--- src/rtl/collision_scanner.sv ---
// collision_scanner: per-frame sequential collision engine emitting one hit event at a time on a valid/ready stream.
// Optional macro COLLISION_SHIP_EN adds the ship/asteroid phase and the ship_hit flag.
module collision_scanner #(
    parameter int MAX_ASTEROIDS = 3,
    parameter int MAX_SHOTS     = 3,
    parameter int ENTITY_SIZE   = 34,
    parameter int SCREEN_W      = 320,
    parameter int SCREEN_H      = 240,
    parameter int AST_SIZE      = 16,
    parameter int SHOT_SIZE     = 2,
    parameter int SHIP_SIZE     = 16
) (
    input  logic                                 clk,
    input  logic                                 reset_n,
    input  logic                                 start,
    input  logic [ENTITY_SIZE-1:0]               ship,
    input  logic [MAX_ASTEROIDS*ENTITY_SIZE-1:0] asteroids,
    input  logic [MAX_SHOTS*ENTITY_SIZE-1:0]     shots,
    output logic                                 evt_valid,
    input  logic                                 evt_ready,
    output logic [1:0]                           evt_type,
    output logic [9:0]                           evt_ast_addr,
    output logic [9:0]                           evt_shot_addr,
    output logic                                 busy,
    output logic                                 done,
    output logic                                 ship_hit
);
    localparam int AIW = (MAX_ASTEROIDS > 1) ? $clog2(MAX_ASTEROIDS) : 1;
    localparam int SIW = (MAX_SHOTS > 1) ? $clog2(MAX_SHOTS) : 1;
    localparam logic [10:0] AST_W  = 11'(AST_SIZE);
    localparam logic [10:0] SHOT_W = 11'(SHOT_SIZE);
    localparam logic [10:0] LIM_X  = 11'(SCREEN_W);
    localparam logic [10:0] LIM_Y  = 11'(SCREEN_H);

    typedef enum logic [2:0] {IDLE, SNAP, SHIP, PAIR, OOB, EMIT, DONE} state_t;

    state_t                   state, ret_state, scan_next;
    logic [AIW-1:0]           ai;
    logic [SIW-1:0]           sj;
    logic                     ai_last, sj_last, cur_hit;
    logic [MAX_ASTEROIDS-1:0] ast_act, ast_kill;
    logic [9:0]               ast_x [MAX_ASTEROIDS];
    logic [9:0]               ast_y [MAX_ASTEROIDS];
    logic [MAX_SHOTS-1:0]     shot_act, shot_kill;
    logic [9:0]               shot_x [MAX_SHOTS];
    logic [9:0]               shot_y [MAX_SHOTS];
    logic                     unused_inputs;

    assign unused_inputs = ^{ship, asteroids, shots};

`ifdef COLLISION_SHIP_EN
    localparam logic [10:0] SHIP_W = 11'(SHIP_SIZE);
    logic       ship_act, ship_hit_r;
    logic [9:0] ship_x, ship_y;
    assign ship_hit = ship_hit_r;
`else
    assign ship_hit = 1'b0;
`endif

    // Top-left boxes; 11-bit sums so a box near x=1023 cannot wrap, and touching edges do not overlap.
    function automatic logic overlap(input logic [9:0] ax, input logic [9:0] ay, input logic [10:0] aw,
                                     input logic [9:0] bx, input logic [9:0] by, input logic [10:0] bw);
        return ({1'b0, ax} < {1'b0, bx} + bw) && ({1'b0, bx} < {1'b0, ax} + aw) &&
               ({1'b0, ay} < {1'b0, by} + bw) && ({1'b0, by} < {1'b0, ay} + aw);
    endfunction

    // Hit test and follow-on phase for the comparison made in the current cycle.
    always_comb begin
        ai_last   = (ai == AIW'(MAX_ASTEROIDS - 1));
        sj_last   = (sj == SIW'(MAX_SHOTS - 1));
        cur_hit   = 1'b0;
        scan_next = IDLE;
        case (state)
`ifdef COLLISION_SHIP_EN
            SHIP: begin
                cur_hit   = ship_act && ast_act[ai] && !ast_kill[ai] &&
                            overlap(ship_x, ship_y, SHIP_W, ast_x[ai], ast_y[ai], AST_W);
                scan_next = ai_last ? PAIR : SHIP;
            end
`endif
            PAIR: begin
                cur_hit   = ast_act[ai] && !ast_kill[ai] && shot_act[sj] && !shot_kill[sj] &&
                            overlap(ast_x[ai], ast_y[ai], AST_W, shot_x[sj], shot_y[sj], SHOT_W);
                scan_next = (ai_last && sj_last) ? OOB : PAIR;
            end
            OOB: begin
                cur_hit   = shot_act[sj] && !shot_kill[sj] &&
                            (({1'b0, shot_x[sj]} >= LIM_X) || ({1'b0, shot_y[sj]} >= LIM_Y));
                scan_next = sj_last ? DONE : OOB;
            end
            default: ;
        endcase
    end

    // Scan FSM: indices advance on every comparison; a hit parks in EMIT and resumes at ret_state.
    always_ff @(posedge clk or negedge reset_n) begin
        if (!reset_n) begin
            state         <= IDLE;
            ret_state     <= IDLE;
            ai            <= '0;
            sj            <= '0;
            ast_act       <= '0;
            ast_kill      <= '0;
            shot_act      <= '0;
            shot_kill     <= '0;
            evt_valid     <= 1'b0;
            evt_type      <= 2'd0;
            evt_ast_addr  <= 10'd0;
            evt_shot_addr <= 10'd0;
            busy          <= 1'b0;
            done          <= 1'b0;
            for (int i = 0; i < MAX_ASTEROIDS; i++) begin
                ast_x[i] <= 10'd0;
                ast_y[i] <= 10'd0;
            end
            for (int j = 0; j < MAX_SHOTS; j++) begin
                shot_x[j] <= 10'd0;
                shot_y[j] <= 10'd0;
            end
`ifdef COLLISION_SHIP_EN
            ship_act   <= 1'b0;
            ship_x     <= 10'd0;
            ship_y     <= 10'd0;
            ship_hit_r <= 1'b0;
`endif
        end else begin
            done <= 1'b0;
            case (state)
                IDLE: begin
                    if (start) begin
                        state <= SNAP;
                        busy  <= 1'b1;
                    end
                end
                SNAP: begin
                    for (int i = 0; i < MAX_ASTEROIDS; i++) begin
                        ast_act[i] <= asteroids[i*ENTITY_SIZE];
                        ast_x[i]   <= asteroids[i*ENTITY_SIZE+6 +: 10];
                        ast_y[i]   <= asteroids[i*ENTITY_SIZE+16 +: 10];
                    end
                    for (int j = 0; j < MAX_SHOTS; j++) begin
                        shot_act[j] <= shots[j*ENTITY_SIZE];
                        shot_x[j]   <= shots[j*ENTITY_SIZE+6 +: 10];
                        shot_y[j]   <= shots[j*ENTITY_SIZE+16 +: 10];
                    end
                    ast_kill  <= '0;
                    shot_kill <= '0;
                    ai        <= '0;
                    sj        <= '0;
`ifdef COLLISION_SHIP_EN
                    ship_act   <= ship[0];
                    ship_x     <= ship[15:6];
                    ship_y     <= ship[25:16];
                    ship_hit_r <= 1'b0;
                    state      <= SHIP;
`else
                    state <= PAIR;
`endif
                end
`ifdef COLLISION_SHIP_EN
                SHIP: begin
                    ai <= ai_last ? '0 : ai + 1'b1;
                    if (cur_hit) begin
                        ship_hit_r    <= 1'b1;
                        ast_kill[ai]  <= 1'b1;
                        evt_type      <= 2'd1;
                        evt_ast_addr  <= 10'(ai);
                        evt_shot_addr <= 10'd0;
                        evt_valid     <= 1'b1;
                        ret_state     <= scan_next;
                        state         <= EMIT;
                    end else begin
                        state <= scan_next;
                    end
                end
`endif
                PAIR: begin
                    if (sj_last) begin
                        sj <= '0;
                        ai <= ai_last ? '0 : ai + 1'b1;
                    end else begin
                        sj <= sj + 1'b1;
                    end
                    if (cur_hit) begin
                        ast_kill[ai]  <= 1'b1;
                        shot_kill[sj] <= 1'b1;
                        evt_type      <= 2'd0;
                        evt_ast_addr  <= 10'(ai);
                        evt_shot_addr <= 10'(sj);
                        evt_valid     <= 1'b1;
                        ret_state     <= scan_next;
                        state         <= EMIT;
                    end else begin
                        state <= scan_next;
                    end
                end
                OOB: begin
                    sj <= sj_last ? '0 : sj + 1'b1;
                    if (cur_hit) begin
                        shot_kill[sj] <= 1'b1;
                        evt_type      <= 2'd2;
                        evt_ast_addr  <= 10'd0;
                        evt_shot_addr <= 10'(sj);
                        evt_valid     <= 1'b1;
                        ret_state     <= scan_next;
                        state         <= EMIT;
                    end else begin
                        state <= scan_next;
                        done  <= (scan_next == DONE);
                    end
                end
                EMIT: begin
                    if (evt_ready) begin
                        evt_valid <= 1'b0;
                        state     <= ret_state;
                        done      <= (ret_state == DONE);
                    end
                end
                DONE: begin
                    state <= IDLE;
                    busy  <= 1'b0;
                end
                default: state <= IDLE;
            endcase
        end
    end
endmodule

--- config.mk ---
export PLATFORM = sky130hd
export DESIGN_NAME = collision_scanner
export DESIGN_NICKNAME = d
export VERILOG_FILES = /design/src/rtl/collision_scanner.sv
export SDC_FILE = /design/constraint.sdc
export NUM_CORES = 1
export LEC_CHECK = 0
export CORE_MARGIN = 2
export CORE_UTILIZATION = 45
export DETAILED_ROUTE_END_ITERATION = 6
export PLACE_DENSITY = 0.84
export SLEW_MARGIN = 40
export SYNTH_ARGS = -nofsm -noshare
export SYNTH_HDL_FRONTEND = slang
export SYNTH_SLANG_ARGS = --single-unit
--- constraint.sdc ---
create_clock -name clk -period 5.4 [get_ports clk]
set_clock_uncertainty 0.05 [all_clocks]
set_input_delay 0.81 -clock clk [delete_from_list [all_inputs] [get_ports clk]]
set_output_delay 0.81 -clock clk [all_outputs]
set_load 0.02 [all_outputs]
### Word level (Yosys, flattened, before mapping)

Index checks and enable logic that the tools add are counted.

* mux-type cells: 55
* bitwise operators: 4
* order comparisons: 12
* add/sub/neg operators: 6
* equality and inequality tests: 15
* reduce and logical (&&, ||, !) cells: 30

Operator list (count)
* $mux 10: 10
* $bmux 10 s2: 4
* $lt 10x11->1: 4
* $add 10x2->11 const B: 2
* $add 10x5->11 const B: 2
* $pmux 10 s2: 1
* $mux 3: 6
* $pmux 3 s2: 3
* $eq 3x3->1 const B: 5
* $logic_and 1x1->1: 12
* $mux 2: 6
* $pmux 2 s2: 3
* $pmux 3 s4: 1
* $reduce_and 2->1: 6
* $mux 1: 11
* $ge 10x8->1 const B: 1
* $ge 10x9->1 const B: 1
* $ne 2x2->1 const B: 5
* $reduce_bool 2->1: 5
* $bmux 1 s2: 4
* $pmux 1 s2: 4
* $ge 3x3->1 const B: 2
* $lt 2x3->1 const B: 2
* $not 2->3: 2
* other kinds (13): 20

* input port bits: 242
* output and inout bits: 26
* word-level logic and storage cells: 148
* register bits: 159

### Longest topological paths before layout

Gate-level depths: netlist (run 1).

* depth in word-level cells: 13
* mapped depth: 18

### Worst setup path after synthesis (run 1)

No wires, ideal clock.

* path kind: reg2reg
* start: reg ai[0]
* end: reg ret_state[0]
* setup slack: 1.554 ns
* buffers on the path: 4
* data required time: 5.225 ns
* arrival: 3.671 ns
* setup time: 0.125 ns
* stages on the path, launching flop included: 19
* cell sequence: dfrtp_1 buf_2 nor2b_1 clkbuf_1 buf_1 nand2_1 o21ai_0 ha_1 nand3_1 xor2_1 ha_1 and4_1 o2111ai_1 a21oi_1 o31a_1 o22ai_1 a31o_2 buf_6 mux2_2

* word-level cells in the longest chain between the ends: 12
* elaborated cells on any way between the ends: 31
* classes of those cells: add/sub (2); order compare (4); eq/ne (1); mux (13); bitwise (1); reduce/logical (10)

Ends and longest elaborated chain
* from (decl): line 38 `logic [AIW-1:0] ai;`
* from (signal assigned): line 180 `ai <= ai_last ? '0 : ai + 1'b1;`
* $not 2->3 (not written as such): line 83 `overlap(ast_x[ai], ast_y[ai], AST_W, shot_x[sj], shot_y[sj], SHOT_W);`
* $bmux 10 s2: line 83
* $mux 10 (not written as such) (2 in series): line 83
* $add 10x5->11: line 63 `return ({1'b0, ax} < {1'b0, bx} + bw) && ({1'b0, bx} < {1'b0, ax} + aw) &&`
* $lt 10x11->1: line 63
* $logic_and 1x1->1 (2 in series): line 63
* $logic_and 1x1->1: line 64 `({1'b0, ay} < {1'b0, by} + bw) && ({1'b0, by} < {1'b0, ay} + aw);`
* $logic_and 1x1->1: line 82 `cur_hit = ast_act[ai] && !ast_kill[ai] && shot_act[sj] && !shot_kill[sj] &&`
* $pmux 1 s2: line 73 `case (state)`
* $reduce_and 2->1 (no line)
* to (signal assigned): line 191 `ret_state <= scan_next;`
* to (signal assigned): line 205 `ret_state <= scan_next;`
* to (decl): line 37 `state_t state, ret_state, scan_next;`

Parallel ways exist; a longest one is shown, timed or not. The select of a mux whose other input is x is not followed.
A chain may end at the register's enable or synchronous reset.

### Final worst setup path (run 1)

* start: reg ai[0]
* end: reg ast_kill[1]

* word-level cells in the longest chain between the ends: 13
* elaborated cells on any way between the ends: 36
* classes of those cells: add/sub (2); order compare (6); eq/ne (1); mux (15); bitwise (2); reduce/logical (10)

Ends and longest elaborated chain
* $not 2->3 (not written as such): line 83
* $bmux 10 s2: line 83
* $mux 10 (not written as such) (2 in series): line 83
* $add 10x5->11: line 63
* $lt 10x11->1: line 63
* $logic_and 1x1->1 (2 in series): line 63
* $logic_and 1x1->1: line 64
* $logic_and 1x1->1: line 82
* $pmux 1 s2: line 73
* $ne 2x2->1 (no line)
* $reduce_and 2->1 (no line)
* to (signal assigned): line 103 `ast_kill <= '0;`
* to (signal assigned): line 146 `ast_kill <= '0;`
* to (signal, indexed assignment): line 185 `ast_kill[ai] <= 1'b1;`
* to (decl): line 41 `logic [MAX_ASTEROIDS-1:0] ast_act, ast_kill;`

Parallel ways exist; a longest one is shown, timed or not. The select of a mux whose other input is x is not followed.

==> results, run 1 <==
- The flow ran to the end, and the final reports show no timing, DRC or antenna violations.
- The initial utilization of the core area, before any placement, comes to 45.8%.
- Wires add up to 20100 um.
- Dividing total power by cell area gives a power density of 637 mW/mm^2.
- Fill cells in the final layout number 1612.
- At the placement stage, the worst setup path has a slack of 1.32 ns.
- In this run, CTS created clock tree buffers numbering 17.
- Once the clock tree was built, the resizer swapped 0 gates to a different size.
- Counting along the longest clock path gives a buffer depth of 2.
- The number of distinct standard cells referenced by the synthesized netlist is 56.
- The cell area that synthesis handed to floorplanning was 0.00820 mm^2.
- The register bit total from synthesis is 150.
- The number of antenna violations at the first check in global routing is 0.
- The clock-pin slew of the registers on the worst-case setup and hold paths is 0.07 ns.
- Cells with a size suffix above 1 make up 5.81% of the layout.
- Of all nets on the critical path, the largest fanout is 22.
- The final critical-path share of the clock period is 76.0%.
- Across all layers, the routed design uses 6851 vias.
- The category of the critical setup timing path is flip-flop to flip-flop.
- The root buffer cell chosen for the clock tree is clkbuf_16.
- The count of input and output buffers is 137.
- The CTS tree is built.
- The first-pass detailed-route iteration total is 4.
- Among all stages on the critical path, the largest delay is contributed by dfrtp_2.
- The net count of the finished layout is 1370.
- The critical path goes through nor2b_1, buf_4, nand2_1, o21ai_0, ha_1, nand3_1, xor2_1, ha_1, and4_1, o2111ai_1, a21oi_1, o31a_1, o22ai_1, nand4bb_2, o41ai_1.
- In this run, the number of DRC markers left after iteration 0 of detailed routing was 378.
- The average wire per cell in the routed design is 15.1 um.
- The final count of hold timing violations is 0.
- The number of cells in the finished layout apart from fillers is 1330.
- For this design the static power due to leakage is 4.93 nW.
- For the pin with the worst max-slew slack, the measured transition is 0.781 ns.
- The total number of clock tree sinks is 150.
- In this run the biggest area consumer among cell types represents 45.8% of the synthesized area.
- At the end of the flow the core is filled with cells to 57.4%.
- Summed over all layers, the global routing overflow is 0.
- After routing, the total negative slack on setup checks comes to 0 ns.
- Counting flops with a built-in enable in the synthesized netlist gives 0.
- The stage delay of the slowest cell on the critical path is 0.59 ns.
- The largest net degree at the start of global routing is 103.
- 268 I/O pins were placed.
- Measured along the y axis, the die boundary spans 139 um.
- Counting both buffers and inverters, the worst setup path holds a total of 1.
- The max-cap violation count is 0.
- The flip-flop cell with the highest count after synthesis is dfrtp_1.
- The count of placed standard cells including taps is 1297.
- The kind of cell with the highest combined delay along the critical path is compound AO/OA/AOI/OAI gates.
- The average vias per placed instance is 5.15.
- After synthesis, the cell types taking the most area are dfrtp_1, nand2_1, ha_1, mux2i_1, buf_4.
- The number of synthesis warnings is 0.
- Once detail routing completed, the nets flagged for antenna violations numbered 0.
- The via count of the first global-routing pass is 6848.
- The worst max-slew margin expressed relative to the limit is 48.0%.
- In the post-route analysis, the smallest setup slack over all paths is 1.29 ns.
- The detailed-route DRC error count is 0.
- The number of diodes added for antenna fixing is 0.
- The worst path needs 4.11 ns of the cycle, external delays included.
- The HPWL after detailed placement is 14400 um.
- The floorplan die area is 0.0193 mm^2.
- STA classifies the critical path startpoint as a flip-flop.
- Hold timing on the final database bottoms out at a slack of 0.185 ns.
- The first-pass GRT wire length is 33800 um.
- In this run the standard cell core region covers 0.0179 mm^2.
- The total routing usage reported by global routing is 21.6%.
- The most common cell after layout, fill and taps aside is nand2_1.
- The worst-case IR drop observed on VDD is 0.000385 V.
- The instance count of the mapped netlist is 968.
- The die is 139 um wide.
- In the layout the commonest cells are nand2_1, dfrtp_1, clkdlybuf4s50_1.
- The kind of end point of the critical path is a flip-flop.
- The critical path required time is 5.67 ns.
- The post-CTS setup buffer count is 0.
- The timing-limited maximum frequency is 0.244 GHz.
- The dominant cell type by area after synthesis is dfrtp_1.
- The H-tree was split into 4 levels.
- In this run the core area contains 49 standard-cell rows.
- The final count of negative-setup-slack endpoints is 0.
- The synthesis-to-finish area growth is 25.3%.
- Setup repair after global routing left no endpoint under its margin.
- For this run, the register share of the synthesized area comes to 45.8%.
- The cell repeated most along the worst path is ha_1.
- The worst hold path class is primary input to async pin.
- The synthesized area per cell is 8.47 um^2.
- The data arrival time at the worst-slack endpoint is 4.38 ns.
- The share of flip-flops with an asynchronous set or reset after synthesis is 100%.
- The clock latency of the later-clocked register in the worst-skew pair is 0.43 ns.
- The hold-fix buffer count after cts is 0.
- The number of max-slew violations in the final report came to 0.
- The final weighted congestion in routability-driven placement is 0.896.
## logic make-up after synthesis
| family | synth area share [%] |
|---|---|
| XOR/XNOR | 2.03 |
| AND/OR/NAND/NOR | 24.3 |
| other | 0.0458 |
| flip-flops | 45.8 |
| multiplexers | 5.45 |
| adder cells (fa/ha/maj) | 6.11 |
| buffers and inverters | 5.71 |
| AO/OA/AOI/OAI | 10.5 |
## flip-flops by register name, summed over array words and instances (netlist names)
signal	flops
state	3
shot_x	30
evt_type	1
ast_y	30
shot_kill	3
evt_ast_addr	2
ai	2
ret_state	3
busy	1
done	1
shot_y	30
ast_kill	3
ast_x	30
evt_shot_addr	2
ast_act	3
shot_act	3
evt_valid	1
sj	2
## layout make-up
class                   instances  area [um^2]  share of cell area, %
well taps                     229          287                   2.79
inverters                      28          105                   1.02
clock buffers                  18          439                   4.28
flip-flops and latches        150         3750                   36.6
repair buffers                150         1490                   14.5
clock inverters                14          140                   1.36
multi-input cells             741         4050                   39.4
## layer usage
layer	up-vias	routed length, um	track usage (%)
met1	3276	8790	27.4
met4	0	296	6.06
met3	21	748	4.11
met2	154	10300	38.0
li1	3400	-	-
met5	-	0	0
## Yosys cell counts, drive strengths merged, types with 5 or more instances
master   number
nand2       408
a31oi         5
o21ai        33
xnor2        13
a22oi         7
nor3          8
mux2i        39
nand4         6
o22ai         5
ha           40
mux2          5
clkbuf       34
dfrtp       150
inv          27
nand3        11
buf          32
o2bb2ai      20
nor2         40
a21o          6
xor2          6
a21oi        22
nor2b         7
## path summary, 6_finish.rpt
kind | start | to | slack, ns | cells past startpoint
max | ai[0] | ast_kill[1] | 1.29 | 15
min | reset_n | ast_x[19] | 0.18 | 1
max reg2reg | ai[0] | ast_kill[1] | 1.29 | 15
min reg2reg | shot_y[25] | shot_y[25] | 0.42 | 2
max in group asynchronous | reset_n | shot_y[14] | 4.17 | 2
min in group clk | shot_y[25] | shot_y[25] | 0.42 | 2
## per-stage QoR
| step | power (mW) | instance area, um^2 |
|---|---|---|
| after detailed placement | 5.37 | 9660 |
| after floorplan | 4.43 | 8260 |
| final | 6.54 | 10300 |
| after global routing | 7.15 | 10300 |
| after global placement | 5.21 | 9660 |
| after CTS | 6.57 | 10200 |
## report_power, final
group / total (mW) / switching [mW] / leakage [nW] / internal, mW
Clock: 1.17 / 0.507 / 0.274 / 0.658
Sequential: 1.95 / 0.309 / 1.87 / 1.64
Combinational: 3.42 / 2.07 / 2.79 / 1.35
(Power assumes the default switching activity.)
==> run 2, diff against run 1 <==
==> constraint.sdc (replaced) <==
create_clock -name clk -period 4.13 [get_ports clk]
set_clock_uncertainty 0.05 [all_clocks]
set_input_delay 0.6195 -clock clk [delete_from_list [all_inputs] [get_ports clk]]
set_output_delay 0.6195 -clock clk [all_outputs]
set_load 0.02 [all_outputs]
==> run 2 against run 1 <==
Die area is the same. Final area grew 0.97%. Total power grew 32%. Non-clock buffer count grew 9.
==> results, run 2 (same netlist as run 1, synthesis figures left out) <==
- Result of the run: finished, final reports clean (unchanged).
- The largest net degree at the start of global routing is 91 (was 103).
- The combinational cell fraction of total power is 52.8% (was 52.4%).
- The final critical-path share of the clock period is 95.2% (was 76.0%).
- The time the final worst path needs with I/O delays and setup is 3.93 ns (was 4.11 ns).
- The stage delay of the slowest cell on the critical path is 0.40 ns (was 0.59 ns).
- The design internal power came to 4.92 mW (was 3.65 mW).
- The area of all placed cells without fillers came to 0.0104 mm^2 (was 0.0103 mm^2).
- The startpoint type of the worst setup path is a flip-flop (unchanged).
- The residual antenna-violating net count after detailed routing came to 0 (unchanged).
- The cell repeated most along the worst path is ha_1 (unchanged).
- The CTS H-tree depth is 4 (unchanged).
- The CTS tree is built (unchanged).
- The clock latency of the later-clocked register in the worst-skew pair was 0.42 ns (was 0.43 ns).
- The most common cell after layout, fill and taps aside is nand2_1 (unchanged).
- The worst IR drop on VDD is 0.000513 V (was 0.000385 V).
- The root buffer selected by CTS is clkbuf_16 (unchanged).
- The final count of hold timing violations is 0 (unchanged).
- The number of buffers and inverters on the critical path came to 2 (was 1).
- The width of the die came to 139 um (unchanged).
- The first-pass detailed-route iteration total is 7 (was 4).
- The sum of overflow across all layers after global routing is 0 (unchanged).
- Unrepaired setup endpoints after global routing: false (unchanged).
- The category of the critical setup timing path is flip-flop to flip-flop (unchanged).
- The total routing usage reported by global routing came to 21.0% (was 21.6%).
- The routed via count came to 6846 (was 6851).
- The placed wire-length estimate came to 14400 um (about the same).
- The average wire per cell in the routed design is 14.8 um (was 15.1 um).
- The core outline area came to 0.0179 mm^2 (unchanged).
- The share of total power in sequential cells is 29.4% (was 29.8%).
- The number of diodes added for antenna fixing came to 0 (unchanged).
- The leakage power total is 4.99 nW (was 4.93 nW).
- The transition time at the pin with the least slew margin is 0.754 ns (was 0.781 ns).
- The worst max-slew margin expressed relative to the limit is 49.8% (was 48.0%).
- The timing-limited maximum frequency is 0.254 GHz (was 0.244 GHz).
- The clock buffer count from CTS is 17 (unchanged).
- Commonest cells after routing, fill and taps aside: nand2_1, dfrtp_1, clkdlybuf4s50_1 (unchanged).
- The total number of clock tree sinks is 150 (unchanged).
- The average vias per placed instance came to 5.11 (was 5.15).
- The clock-pin slew of the registers on the worst-case setup and hold paths is 0.06 ns (was 0.07 ns).
- The floorplan row count is 49 (unchanged).
- The number of max-slew violations in the final report is 0 (unchanged).
- The family with the most delay on the worst path is compound AO/OA/AOI/OAI gates (unchanged).
- The die height is 139 um (unchanged).
- The instance area at placement is 0.00978 mm^2 (was 0.00966 mm^2).
- The critical path required time is 4.41 ns (was 5.67 ns).
- The count of instances resized after the clock tree is built is 0 (unchanged).
- The number of DRC violations after detailed-routing iteration 0 came to 379 (was 378).
- The total negative setup slack came to 0 ns (unchanged).
- The first-pass GRT wire length was 33000 um (was 33800 um).
- The post-CTS setup buffer count is 0 (unchanged).
- The final weighted congestion in routability-driven placement is 0.914 (was 0.896).
- The net load switching power is 3.70 mW (was 2.89 mW).
- The via count of the first global-routing pass was 6814 (was 6848).
- The hold-fix buffer count after cts came to 0 (unchanged).
- The data arrival time at the worst-slack endpoint is 4.21 ns (was 4.38 ns).
- The synthesis-to-finish area growth is 26.5% (was 25.3%).
- The count of input and output buffers was 137 (unchanged).
- The fraction of final layout cells sized beyond drive strength 1 is 6.49% (was 5.81%).
- The power per standard cell area is 832 mW/mm^2 (was 637 mW/mm^2).
- Cell-by-cell listing of the critical path: nor2b_1, buf_12, nand2_1, o21ai_0, ha_1, nand3_1, xor2_1, ha_1, and4_1, o2111ai_1, a21oi_1, o31a_1, o22ai_1, nand4bb_2, buf_4, a22oi_2 (was nor2b_1, buf_4, nand2_1, o21ai_0, ha_1, nand3_1, xor2_1, ha_1, and4_1, o2111ai_1, a21oi_1, o31a_1, o22ai_1, nand4bb_2, o41ai_1).
- The fraction of power spent switching nets came to 43.0% (was 44.2%).
- The routed wire length is 19800 um (was 20100 um).
- The power share of the clock group is 17.8% (about the same).
- The floorplan die area came to 0.0193 mm^2 (unchanged).
- The final count of negative-setup-slack endpoints is 0 (unchanged).
- The detailed-route DRC error count was 0 (unchanged).
- The initial core utilization is 45.8% (unchanged).
- The critical path's slowest cell is dfrtp_1 (was dfrtp_2).
- The boundary pin count came to 268 (unchanged).
- The max-cap violation count was 0 (unchanged).
- The net count of the finished layout is 1379 (was 1370).
- The kind of end point of the critical path is a flip-flop (unchanged).
- The number of antenna violations at the first check in global routing is 0 (unchanged).
- The maximum net fanout on the critical path is 20 (was 22).
- The worst hold path class is primary input to async pin (unchanged).
- The buffer levels on the longest clock path is 2 (unchanged).
==> run 2: changes by cell type in the layout (fill, tap and decap cells not counted), sizes merged <==
cell	previous run	this run
buf	14	22
bufinv	1	2
clkbuf	18	21
clkinv	4	7
clkinvlp	4	2
inv	33	29
==> run 2: path summary, 6_finish.rpt <==
path	startpoint	slack, ns	end	depth (start not counted)
max	ai[0]	0.20	state[0]	16
min	reset_n	0.22	shot_x[19]	1
max reg2reg	ai[0]	0.20	state[0]	16
min reg2reg	ast_y[27]	0.42	ast_y[27]	2
max in group asynchronous	reset_n	2.92	shot_y[14]	2
min in group clk	ast_y[27]	0.42	ast_y[27]	2
==> run 2: final cells by class <==
cell class	instances	area [um^2]
clock inverter	12	126
timing repair buffer	159	1590
sequential	150	3750
inverter	28	105
clock buffer	20	457
tap	229	287
fill	1580	7530
multi-input combinational	741	4050
==> run 2: metal layers <==
layer	GRT usage (%)	share of wire [%]	vias to the layer above	wire length [um]
met1	27.2	44	3238	8640
met3	3.83	4.3	25	859
met4	5.42	1.4	0	285
li1	-	-	3412	-
met2	36.5	51	171	10000
met5	0	0	-	0
==> run 2: worst reg2reg max path, delay by kind of cell, from the launching register on <==
| family | cells | cell delay, ns |
|---|---|---|
| xor gates and xnor gates | 1 | 0.18 |
| adders and majority gates | 2 | 0.61 |
| and+or+nand+nor | 5 | 1.00 |
| buffers and inverters | 2 | 0.48 |
| AOI/OAI and AO/OA | 6 | 1.12 |
| DFF | 1 | 0.40 |
==> run 2: stage by stage <==
step                      hold WS, ns  setup WS [ns]  utilization, %  cells  power, mW
final                           0.220          0.197            57.9   1339       8.62
after global routing            0.263         0.0121            57.9   1339       9.45
after CTS                       0.260          0.231            57.9   1339       8.66
after detailed placement        0.412          0.259            54.6   1307       7.08
after global placement          0.405          0.296            54.6   1307       6.91
after floorplan                 0.274          0.284               -    985       5.79
==> run 2: power by group through the flow <==
stage	Clock (mW)	Sequential (mW)	Combinational, mW
final	1.53	2.53	4.56
after global routing	1.63	2.63	5.19
after CTS	1.56	2.53	4.56
after detailed placement	0	2.55	4.53
after global placement	0	2.52	4.39
after floorplan	0	2.44	3.35
==> run 3, diff against run 2 <==
--- a/config.mk
+++ b/config.mk
@@ -5,10 +5,12 @@
 export SDC_FILE = /design/constraint.sdc
 export NUM_CORES = 1
 export LEC_CHECK = 0
+export ABC_AREA = 1
 export CORE_MARGIN = 2
 export CORE_UTILIZATION = 45
 export DETAILED_ROUTE_END_ITERATION = 6
-export PLACE_DENSITY = 0.84
+export MAX_ROUTING_LAYER = met4
+export PLACE_DENSITY = 0.83
 export SLEW_MARGIN = 40
 export SYNTH_ARGS = -nofsm -noshare
 export SYNTH_HDL_FRONTEND = slang
==> run 3 against run 2 <==
The run now ends with DRC left. Register-to-register slack improved by 0.22 ns. Combinational power increased by 5.3%. Synthesized area is 1.6% higher. Final cell count rose by 7.3%. Critical path type unchanged. Highest routed layer unchanged.
==> results, run 3 <==
- The instance count of the mapped netlist is 1066 (was 968).
- The launching element of the worst setup path is ai[0] (unchanged).
- The category of the critical setup timing path is flip-flop to flip-flop (unchanged).
- The data arrival time at the worst-slack endpoint is 3.98 ns (was 4.21 ns).
- The final count of negative-setup-slack endpoints came to 0 (unchanged).
- The sequential area share after synthesis is 45.1% (was 45.8%).
- The total number of clock tree sinks is 150 (unchanged).
- The xor and xnor fraction of the mapped netlist area is 2.31% (was 2.03%).
- The final weighted congestion in routability-driven placement was 0.890 (was 0.914).
- The final critical-path share of the clock period is 90.0% (was 95.2%).
- The leakage power total is 5.25 nW (was 4.99 nW).
- The boundary pin count was 268 (unchanged).
- Unrepaired setup endpoints after global routing: false (unchanged).
- The die height is 140 um (was 139 um).
- The post-synthesis compound-gate area fraction is 4.81% (was 10.5%).
- The total negative setup slack came to 0 ns (unchanged).
- The synthesis-to-finish area growth came to 24.6% (was 26.5%).
- The flip-flop cell with the highest count after synthesis was dfrtp_1 (unchanged).
- The power per standard cell area is 849 mW/mm^2 (was 832 mW/mm^2).
- The startpoint of the worst register-to-register path is ai[0] (unchanged).
- The sequential cell area is 0.00375 mm^2 (about the same).
- Cell-by-cell listing of the critical path: inv_1, nor2_1, buf_4, a22oi_1, nand2_1, ha_1, inv_1, nor2_1, xnor2_1, ha_1, a21o_1, nand3_1, nand2_1, nor2_2, nand2_2, nor2_4, nand2_4, nand2_4, inv_1, nand2_1, o21ai_0 (was nor2b_1, buf_12, nand2_1, o21ai_0, ha_1, nand3_1, xor2_1, ha_1, and4_1, o2111ai_1, a21oi_1, o31a_1, o22ai_1, nand4bb_2, buf_4, a22oi_2).
- Biggest area contributors in the synthesized netlist: dfrtp_1, nand2_1, ha_1, nand3_1, inv_1 (was dfrtp_1, nand2_1, ha_1, mux2i_1, buf_4).
- The post-CTS setup buffer count is 0 (unchanged).
- The routed via count was 7383 (was 6846).
- The residual antenna-violating net count after detailed routing is 0 (unchanged).
- The cell with the most instances after synthesis is nand2_1 (unchanged).
- The number of diodes added for antenna fixing came to 0 (unchanged).
- Result of the run: finished with violations (was finished, final reports clean).
- The number of DRC violations after detailed-routing iteration 0 is 545 (was 379).
- The initial core utilization was 46.0% (was 45.8%).
- The max-cap violation count is 0 (unchanged).
- The core utilization of the finished layout was 57.4% (was 57.9%).
- The critical path's slowest cell is dfrtp_1 (unchanged).
- The final count of hold timing violations is 0 (unchanged).
- The share of flip-flops with an asynchronous set or reset after synthesis came to 100% (unchanged).
- The average wire per cell in the routed design is 14.9 um (was 14.8 um).
- The instance area at placement is 0.00983 mm^2 (was 0.00978 mm^2).
- The post-place setup slack is 0.496 ns (was 0.259 ns).
- The worst hold path class is primary input to async pin (unchanged).
- The net count of the finished layout came to 1477 (was 1379).
- The clock buffer count from CTS is 17 (unchanged).
- The total routing usage reported by global routing came to 23.6% (was 21.0%).
- The average vias per placed instance is 5.14 (was 5.11).
- The clock latency of the later-clocked register in the worst-skew pair was 0.43 ns (was 0.42 ns).
- The count of input and output buffers is 137 (unchanged).
- The stage delay of the slowest cell on the critical path is 0.62 ns (was 0.40 ns).
- The count of flip-flops with a built-in enable after synthesis is 0 (unchanged).
- The cell area after technology mapping is 0.00833 mm^2 (was 0.00820 mm^2).
- The area share of the largest cell type after synthesis is 45.1% (was 45.8%).
- Commonest cells after routing, fill and taps aside: nand2_1, dfrtp_1, clkdlybuf4s50_1 (unchanged).
- The startpoint type of the worst setup path is a flip-flop (unchanged).
- The area occupied by multi-input gates came to 0.00407 mm^2 (was 0.00405 mm^2).
- The detailed-route DRC error count is 7 (was 0).
- The sum of overflow across all layers after global routing is 0 (unchanged).
- The minimum setup slack among reg-to-reg paths is 0.41 ns (was 0.20 ns).
- The dominant cell type by area after synthesis is dfrtp_1 (unchanged).
- The post-synthesis share of cell area spent on and, or, nand and nor gates is 34.9% (was 24.3%).
- The via count of the first global-routing pass is 7642 (was 6814).
- The time the final worst path needs with I/O delays and setup is 3.72 ns (was 3.93 ns).
- The floorplan die area is 0.0196 mm^2 (was 0.0193 mm^2).
- The clock-pin slew of the registers on the worst-case setup and hold paths is 0.06 ns (about the same).
- The first-pass GRT wire length is 35700 um (was 33000 um).
- The fraction of final layout cells sized beyond drive strength 1 is 7.95% (was 6.49%).
- The end of the worst register-to-register path is evt_ast_addr[0] (was state[0]).
- The synthesized area per cell came to 7.81 um^2 (was 8.47 um^2).
- The hold-fix buffer count after cts is 0 (unchanged).
- The capturing element of the worst setup path is evt_ast_addr[0] (was state[0]).
- List of most frequent post-synthesis cells: nand2_1, dfrtp_1, nand3_1, inv_1, ha_1 (was nand2_1, dfrtp_1, ha_1, nor2_1, mux2i_1).
- The number of distinct standard cells referenced by the synthesized netlist came to 41 (was 56).
- The number of max-slew violations in the final report is 0 (unchanged).
- The count of instances resized after the clock tree is built was 0 (unchanged).
- The floorplan row count was 49 (unchanged).
- The worst max-slew margin expressed relative to the limit was 50.0% (was 49.8%).
- The timing-limited maximum frequency is 0.269 GHz (was 0.254 GHz).
- The portion of netlist area occupied by mux cells came to 0% (was 5.45%).
- The critical path required time is 4.39 ns (was 4.41 ns).
- The synthesized-area fraction occupied by adder cells was 6.01% (was 6.11%).
- The worst hold slack after final layout came to 0.153 ns (was 0.220 ns).
- The kind of end point of the critical path was a flip-flop (unchanged).
- The largest net degree at the start of global routing is 141 (was 91).
- The placed wire-length estimate is 15300 um (was 14400 um).
- The area of all placed cells without fillers was 0.0104 mm^2 (about the same).
- The width of the die is 140 um (was 139 um).
- The transition time at the pin with the least slew margin is 0.751 ns (was 0.754 ns).
- The final critical-path setup slack is 0.412 ns (was 0.197 ns).
- The number of antenna violations at the first check in global routing was 0 (unchanged).
- The register bit total from synthesis is 150 (unchanged).
- The CTS tree is built (unchanged).
- The checks that failed: DRC.
- The buffer levels on the longest clock path was 2 (unchanged).
- The most common cell after layout, fill and taps aside is nand2_1 (unchanged).
- The first-pass detailed-route iteration total is 7 (unchanged).
- The root buffer selected by CTS is clkbuf_16 (unchanged).
- The number of cells traversed by the worst register-to-register path is 21 (was 16).
- The combinational family with the most area after synthesis is simple AND/OR/NAND/NOR gates (unchanged).
- The routed wire length is 21400 um (was 19800 um).
- The worst IR drop on VDD is 0.000453 V (was 0.000513 V).
- The number of synthesis warnings was 0 (unchanged).
- The CTS H-tree depth is 4 (unchanged).
- The core outline area is 0.0181 mm^2 (was 0.0179 mm^2).
- The maximum net fanout on the critical path is 12 (was 20).
- The number of fill cells is 1609 (was 1580).
[run 3: cell count changes after synthesis, moves of 8 or more]
cell,delta
nand2_1,+99
nand3_1,+69
mux2i_1,-39
inv_1,+19
o21ai_0,-17
o2bb2ai_1,-16
nand2_2,+11
xor2_1,+9
nand3_2,+8
[run 3: critical path: cells and delay by family (launching register included)]
family	cells	cell delay (ns)
AND/OR/NAND/NOR	11	1.36
adder cells (fa/ha/maj)	2	0.50
flip-flops	1	0.62
buffers and inverters	4	0.59
AO/OA/AOI/OAI	3	0.35
XOR/XNOR	1	0.14
[run 3: area by class of cell]
cell class | count | share of cell area [%]
tap | 229 | 2.76
inverter | 48 | 1.75
clock buffer | 20 | 4.50
sequential | 150 | 36.2
timing repair buffer | 155 | 14.8
multi-input combinational | 823 | 39.2
clock inverter | 12 | 0.747
[run 3: power by group]
group	switching (mW)	internal (mW)
Clock	0.620	0.809
Combinational	3.07	1.72
Sequential	0.421	2.17
[run 3: stage by stage]
step	total power, mW	instances
2_1_floorplan	6.06	1083
3_3_place_gp	7.12	1405
3_5_place_dp	7.36	1405
4_1_cts	8.84	1437
5_1_grt	9.65	1437
6_report	8.81	1437
[run 3: cells by family after synthesis]
kind of cell	after synthesis
buffers and inverters	110
xor gates and xnor gates	22
other	1
DFF	150
and+or+nand+nor	679
AOI/OAI and AO/OA	64
adders and majority gates	40
[run 3: worst min path at each step]
| stage | start | cells past startpoint | slack [ns] | to |
|---|---|---|---|---|
| 6_report | reset_n | 1 | 0.15 | ast_y[18] |
| 5_1_grt | reset_n | 1 | 0.22 | ast_y[18] |
| 4_1_cts | reset_n | 1 | 0.20 | ast_y[18] |
| 3_5_place_dp | ast_x[2] | 2 | 0.41 | ast_x[2] |
| 3_3_place_gp | shot_x[6] | 2 | 0.41 | shot_x[6] |
| 2_1_floorplan | reset_n | 0 | 0.27 | ai[0] |
[run 3: layer usage]
layer | share of wire [%] | global-route usage (%) | vias to the layer above
li1 | - | - | 3604
met1 | 42 | 27.4 | 3491
met2 | 50 | 39.7 | 224
met3 | 5.2 | 4.92 | 64
met4 | 3.4 | 10.5 | 0
met5 | 0 | - | -
